[src/rtl/wb_tgt_ram.sv]
// wb_tgt_ram -- pipelined Wishbone target backed by a small byte-writable RAM.
//
// Requests are queued in order (up to DEPTH). Each queue head waits WAIT
// cycles and then gets exactly one response cycle. Words at or beyond
// MEM_WORDS answer with an error. Memory is read asynchronously.
//
// Handshake: a request is taken at a rising edge where
// tgt_cyc_i & tgt_stb_i & ~tgt_stall_o. The master never waits on a ready
// signal for responses. Ack or err is a single-cycle pulse per queued entry,
// and it only appears while tgt_cyc_i is high. Dropping tgt_cyc_i abandons
// every outstanding request.
//
// Ports:
//   clk_i        module clock
//   async_rst_i  asynchronous active-low reset (clears queue and memory)
//   tgt_cyc_i    bus cycle
//   tgt_stb_i    request strobe
//   tgt_we_i     write enable
//   tgt_sel_i    byte selects
//   tgt_adr_i    word address
//   tgt_dat_i    write data
//   tgt_tga_i    address tag
//   tgt_ack_o    normal termination
//   tgt_err_o    error termination (address out of range)
//   tgt_rty_o    retry, always 0
//   tgt_stall_o  queue full
//   tgt_dat_o    read data
//   tgt_tgd_o    read data tag (echo of the request's tga)

module wb_tgt_ram #(
  parameter int ADR_WIDTH = 4,
  parameter int DAT_WIDTH = 16,
  parameter int SEL_WIDTH = 2,
  parameter int TGA_WIDTH = 1,
  parameter int MEM_WORDS = 12,
  parameter int DEPTH     = 2,
  parameter int WAIT      = 1
) (
  input  logic                 clk_i,
  input  logic                 async_rst_i,
  input  logic                 tgt_cyc_i,
  input  logic                 tgt_stb_i,
  input  logic                 tgt_we_i,
  input  logic [SEL_WIDTH-1:0] tgt_sel_i,
  input  logic [ADR_WIDTH-1:0] tgt_adr_i,
  input  logic [DAT_WIDTH-1:0] tgt_dat_i,
  input  logic [TGA_WIDTH-1:0] tgt_tga_i,
  output logic                 tgt_ack_o,
  output logic                 tgt_err_o,
  output logic                 tgt_rty_o,
  output logic                 tgt_stall_o,
  output logic [DAT_WIDTH-1:0] tgt_dat_o,
  output logic [TGA_WIDTH-1:0] tgt_tgd_o
);

  localparam int PTR_W = $clog2(DEPTH);
  localparam int CNT_W = PTR_W + 1;

  localparam logic [CNT_W-1:0]   C_DEPTH     = CNT_W'(DEPTH);
  localparam logic [2:0]         C_WAIT      = 3'(WAIT);
  localparam logic [ADR_WIDTH:0] C_MEM_WORDS = (ADR_WIDTH + 1)'(MEM_WORDS);

  // Request queue storage (no reset needed: validity comes from r_count).
  logic                 r_q_we  [DEPTH];
  logic [SEL_WIDTH-1:0] r_q_sel [DEPTH];
  logic [ADR_WIDTH-1:0] r_q_adr [DEPTH];
  logic [DAT_WIDTH-1:0] r_q_dat [DEPTH];
  logic [TGA_WIDTH-1:0] r_q_tga [DEPTH];

  logic [PTR_W-1:0] r_wr_ptr;
  logic [PTR_W-1:0] r_rd_ptr;
  logic [CNT_W-1:0] r_count;
  logic [2:0]       r_wait_cnt;

  logic [DAT_WIDTH-1:0] r_mem [MEM_WORDS];

  logic                 w_full;
  logic                 w_nonempty;
  logic                 w_push;
  logic                 w_resp;
  logic                 w_head_bad;
  logic                 w_ack;
  logic                 w_err;
  logic                 w_wr_en;
  logic                 w_head_we;
  logic [SEL_WIDTH-1:0] w_head_sel;
  logic [ADR_WIDTH-1:0] w_head_adr;
  logic [DAT_WIDTH-1:0] w_head_dat;
  logic [TGA_WIDTH-1:0] w_head_tga;

  assign w_full     = (r_count == C_DEPTH);
  assign w_nonempty = (r_count != '0);
  assign w_push     = tgt_cyc_i & tgt_stb_i & ~w_full;

  assign w_head_we  = r_q_we[r_rd_ptr];
  assign w_head_sel = r_q_sel[r_rd_ptr];
  assign w_head_adr = r_q_adr[r_rd_ptr];
  assign w_head_dat = r_q_dat[r_rd_ptr];
  assign w_head_tga = r_q_tga[r_rd_ptr];

  // The head is answered once its wait counter reaches WAIT. Gating with the
  // reset input keeps every output at zero the instant reset asserts.
  assign w_resp     = async_rst_i & tgt_cyc_i & w_nonempty & (r_wait_cnt == C_WAIT);
  assign w_head_bad = ({1'b0, w_head_adr} >= C_MEM_WORDS);
  assign w_ack      = w_resp & ~w_head_bad;
  assign w_err      = w_resp & w_head_bad;
  assign w_wr_en    = w_ack & w_head_we;

  assign tgt_ack_o   = w_ack;
  assign tgt_err_o   = w_err;
  assign tgt_rty_o   = 1'b0;
  // Stall reflects occupancy only; a pop in the same cycle does not lower it.
  assign tgt_stall_o = w_full & async_rst_i;
  assign tgt_dat_o   = (w_ack & ~w_head_we) ? r_mem[w_head_adr] : '0;
  assign tgt_tgd_o   = w_resp ? w_head_tga : '0;

  always_ff @(posedge clk_i) begin
    if (w_push) begin
      r_q_we[r_wr_ptr]  <= tgt_we_i;
      r_q_sel[r_wr_ptr] <= tgt_sel_i;
      r_q_adr[r_wr_ptr] <= tgt_adr_i;
      r_q_dat[r_wr_ptr] <= tgt_dat_i;
      r_q_tga[r_wr_ptr] <= tgt_tga_i;
    end
  end

  always_ff @(posedge clk_i or negedge async_rst_i) begin
    if (!async_rst_i) begin
      r_wr_ptr   <= '0;
      r_rd_ptr   <= '0;
      r_count    <= '0;
      r_wait_cnt <= '0;
    end else if (!tgt_cyc_i) begin
      // End of bus cycle: abandon everything outstanding.
      r_rd_ptr   <= r_wr_ptr;
      r_count    <= '0;
      r_wait_cnt <= '0;
    end else begin
      // Pointers wrap naturally because DEPTH is a power of two.
      if (w_push) begin
        r_wr_ptr <= r_wr_ptr + PTR_W'(1);
      end
      if (w_resp) begin
        r_rd_ptr <= r_rd_ptr + PTR_W'(1);
      end
      case ({w_push, w_resp})
        2'b10:   r_count <= r_count + CNT_W'(1);
        2'b01:   r_count <= r_count - CNT_W'(1);
        default: r_count <= r_count;
      endcase
      if (w_resp) begin
        r_wait_cnt <= '0;
      end else if (w_nonempty && (r_wait_cnt < C_WAIT)) begin
        r_wait_cnt <= r_wait_cnt + 3'd1;
      end
    end
  end

  always_ff @(posedge clk_i or negedge async_rst_i) begin
    if (!async_rst_i) begin
      for (int i = 0; i < MEM_WORDS; i++) begin
        r_mem[i] <= '0;
      end
    end else if (w_wr_en) begin
      for (int k = 0; k < SEL_WIDTH; k++) begin
        if (w_head_sel[k]) begin
          r_mem[w_head_adr][8*k +: 8] <= w_head_dat[8*k +: 8];
        end
      end
    end
  end

endmodule

[config.mk]
export PLATFORM = sky130hd
export DESIGN_NAME = wb_tgt_ram
export DESIGN_NICKNAME = d
export VERILOG_FILES = /design/src/rtl/wb_tgt_ram.sv
export SDC_FILE = /design/constraint.sdc
export NUM_CORES = 1
export LEC_CHECK = 0
export BUFFER_PORTS_ARGS = -buffer_cell sky130_fd_sc_hd__buf_4
export CAP_MARGIN = 20
export CORE_AREA = 2 2 145 182
export DETAILED_ROUTE_END_ITERATION = 16
export DIE_AREA = 0 0 147 184
export PLACE_DENSITY = 0.58
export SLEW_MARGIN = 20
export SYNTH_ARGS = -nofsm -noshare
export SYNTH_HDL_FRONTEND = slang
export SYNTH_SLANG_ARGS = --single-unit
[constraint.sdc]
create_clock -name clk_i -period 4.8 [get_ports clk_i]
set_input_delay 0.48 -clock clk_i [delete_from_list [all_inputs] [get_ports clk_i]]
set_output_delay 0.48 -clock clk_i [all_outputs]
set_load 0.01 [all_outputs]
==> metrics list <==
* Run status: finished clean
* Worst Reg2Reg Path Length in Cells: 6
- At the worst endpoint, the required time is ~4300 ps.
- Drt via density: 5.67
- Library cell used as clock root buffer: clkbuf_16
- By instance count, the cell type seen most on the critical path is buf_4.
- Die footprint: 27000 µm²
- Synth async-reset ratio: 0.806
* Placeable core area: 25200 µm²
* Worst-margin pin slew: around 990 ps
- Resized Gates After CTS: 0
- Initial DRC count: 270
- Drt drc: 0
- Type of the worst min-delay path: primary input to flop
- Crit path launch type: flop
* Register area: roughly 6400 µm²
- STA classifies the critical path endpoint as an output pin.
- The critical path starts at r_rd_ptr.
- Latest clock arrival within the worst-skew pair: 530 ps
- Number of warnings issued by yosys: 0
* Width of the chip: ~150 µm
* Number of global-route vias before repair: 6887
- The synthesized netlist contains 50 unique library cells.
- Largest voltage drop on the vdd net: 0.000281 V
- Detailed Route WL: 24200 µm
* HPWL after detailed placement: 16500 µm
* Top cells by area, synth: dfrtp_1 (44%), mux2_2 (19%), edfxtp_1 (13%)
- In this run the worst path has a maximum fanout of 32.
- Fill cell count: 2124
- Pin placement for this block handled between 40 and 50 I/O pins.
* Max-slew violations: 0
* Synth Register Bits: 247
- In this run the power density over the cells is 416 nW/µm².
- Most common cell in the synthesized netlist: dfrtp_1
* Cells after DPL: 1054
- After technology mapping, the gate count stands at 694.
- Counting every sink on the clock net gives 247.
- Signal arrival time at the worst endpoint: around 3600 ps
- In this run, CTS created clock tree buffers numbering 26.
- Worst slew margin relative to its limit: 0.343
- The worst path in the final design needs a cycle of 4040 ps, including I/O delays and setup.
* Worst reg2reg setup slack: 1810 ps
- Primary FF master, synth: dfrtp_1
- Setup repair after global routing left no endpoint under its margin.
- Across all layers, the routed design uses 6251 vias.
- In the final design database the tool counted just under 800 nets.
* Row Count: 65
* Initial core utilization: 0.446
- Library cell occupying the most area in the post-synthesis netlist: dfrtp_1
- Entering global routing, the biggest net connects 85 pins.
* Leakage: roughly 5.8 nW
- First-pass GRT wire length: 39100 µm
* Number of diodes added for antenna fixing: 0
- Among all stages on the critical path, the largest delay is contributed by dfrtp_1.
- Antenna-violating nets left: 0
* Setup violators final: 0
- The number of antenna violations at the first check in global routing is 0.
- After clock tree synthesis, the clock-pin slew on the worst setup and hold paths is 60 ps.
* Clock H-tree levels: 1
- Capturing point of the worst reg2reg path: r_mem[96]
- From synthesis to final layout, the design area changed by 14.7%.
- Overall global routing resource usage: 0.184
* Average size of a mapped cell: 16.2 µm²
- Skew final: 10.1 ps
* Fmax achieved: 248 MHz
- In the final routed layout, each cell accounts on average for 22.0 µm.
* Final worst-path cycle share: 0.841
- For this run, the register share of the synthesized area comes to 0.571.
* Post-synth EDFFs: 48
* Chip Height: around 180 µm
- TritonCTS clock tree: done
- Multi-input gate area in the final layout: around 4600 µm²
- On the worst path, the slowest cell contributes a delay of 900 ps.
- The worst register-to-register path begins at r_rd_ptr.
- Maximum root-to-sink buffer count: 3
- Summed over all layers, the global routing overflow is 0.
- In the final layout, the share of cells above drive strength 1 is 0.511.
- The critical path ends at tgt_dat_o[15].
- At the end of routability-driven placement, the weighted congestion stood at 0.766.
- In this run the cell area of the synthesized design comes to roughly 11000 µm².
- The share of synthesized area in the top cell type comes to 0.443.
* Final hold violation count: 0
- Summed negative setup slack over all endpoints: 0 ps
* Cell chain of the critical path: mux2i_4 > buf_4 > mux4_1 > o22ai_1 > a311oi_1 > buf_4
* Number of max-cap violations: 0
- When the netlist entered floorplanning its net count stood at 724.
- Router iterations before antenna repair: 6
* Final cell count without fillers: 1102
- Buffers placed on the I/O ports in this run total 47.
* Critical path start-end classification: flop to output pin
* Most used standard cells in the synthesized netlist: dfrtp_1 (199), mux2_2 (191), edfxtp_1 (48)
## through the flow
step           total power [mW]  area, µm²  hold WS (ps)  setup slack (ps)   util
3_5_place_dp               3.28      12000           436              1240  0.474
3_3_place_gp               3.25      12000           429              1310  0.474
5_1_grt                    5.59      12900           118               507  0.511
2_1_floorplan              2.97      11200           184              2390      -
4_1_cts                    5.41      12900           116               665  0.511
6_report                   5.36      12900           136               764  0.511
## state kept, by name, indices dropped and copies added, names as in the netlist
register and cells:
r_mem 192, r_q_dat 32, r_q_adr 8, r_q_sel 4
r_wait_cnt 3, r_count 2, r_q_tga 2, r_q_we 2
r_rd_ptr 1, r_wr_ptr 1
## worst min path at each step
stage	startpoint	end	cells past startpoint
final	tgt_dat_i[12]	r_q_dat[1][12]	1
after global placement	async_rst_i	r_mem[98]	1
after CTS	tgt_dat_i[12]	r_q_dat[1][12]	1
after detailed placement	async_rst_i	r_wr_ptr	1
after global routing	tgt_dat_i[9]	r_q_dat[1][9]	1
after floorplan	async_rst_i	r_count[0]	0
## what timing repair did
action	CTS	global route
setup buffers	0	0
hold endpoints to repair	40	0
hold buffers	1	0
## area by class of cell
type	count	share of cell area
Multi-Input combinational cell	399	0.355
Clock buffer	34	0.0600
Tap cell	335	0.0325
Clock inverter	13	0.0115
Inverter	5	0.00146
Sequential cell	247	0.498
Timing Repair Buffer	69	0.0411
## cell usage in the layout, fill, tap and decap left out, drive strengths merged, types with 4 or more instances in the layout
cell type	count
a311oi	15
nand3	26
mux2i	7
dfrtp	199
o22ai	15
clkinv	8
a222oi	15
mux2	208
clkbuf	35
edfxtp	48
a21oi	4
inv	5
nor2	6
a21boi	4
buf	67
mux4	32
nand2	24
## critical path: cells and delay by family (launching register included)
family	cells	cell delay (ps)
AO/OA/AOI/OAI	2	350
multiplexers	2	980
buffers and inverters	2	780
flip-flops	1	900
## cell families (layout without fill, tap and decap cells)
logic type / after synthesis / in the layout / share of synthesized area
compound gates: 64 / 64 / 0.0478
mux: 247 / 247 / 0.284
flops: 247 / 247 / 0.571
buf+inv: 48 / 121 / 0.0253
other cells: 1 / 1 / 0.000334
fa+ha+maj: 2 / 2 / 0.00223
simple gates: 81 / 81 / 0.0656
xor+xnor: 4 / 4 / 0.00312
## per-layer routing
layer | vias to the layer above | GRT usage | part of all wire
li1 | 2787 | - | -
met1 | 3298 | 0.257 | 0.46
met2 | 130 | 0.309 | 0.48
met3 | 36 | 0.0251 | 0.038
met4 | 0 | 0.0412 | 0.016
met5 | - | 0 | 0
## report_power, final
group | internal, mW | switching [mW]
Clock | 1.29 | 0.830
Sequential | 2.24 | 0.0728
Combinational | 0.308 | 0.614
Total | 3.84 | 1.52
Power figures use the tool's default switching activity.
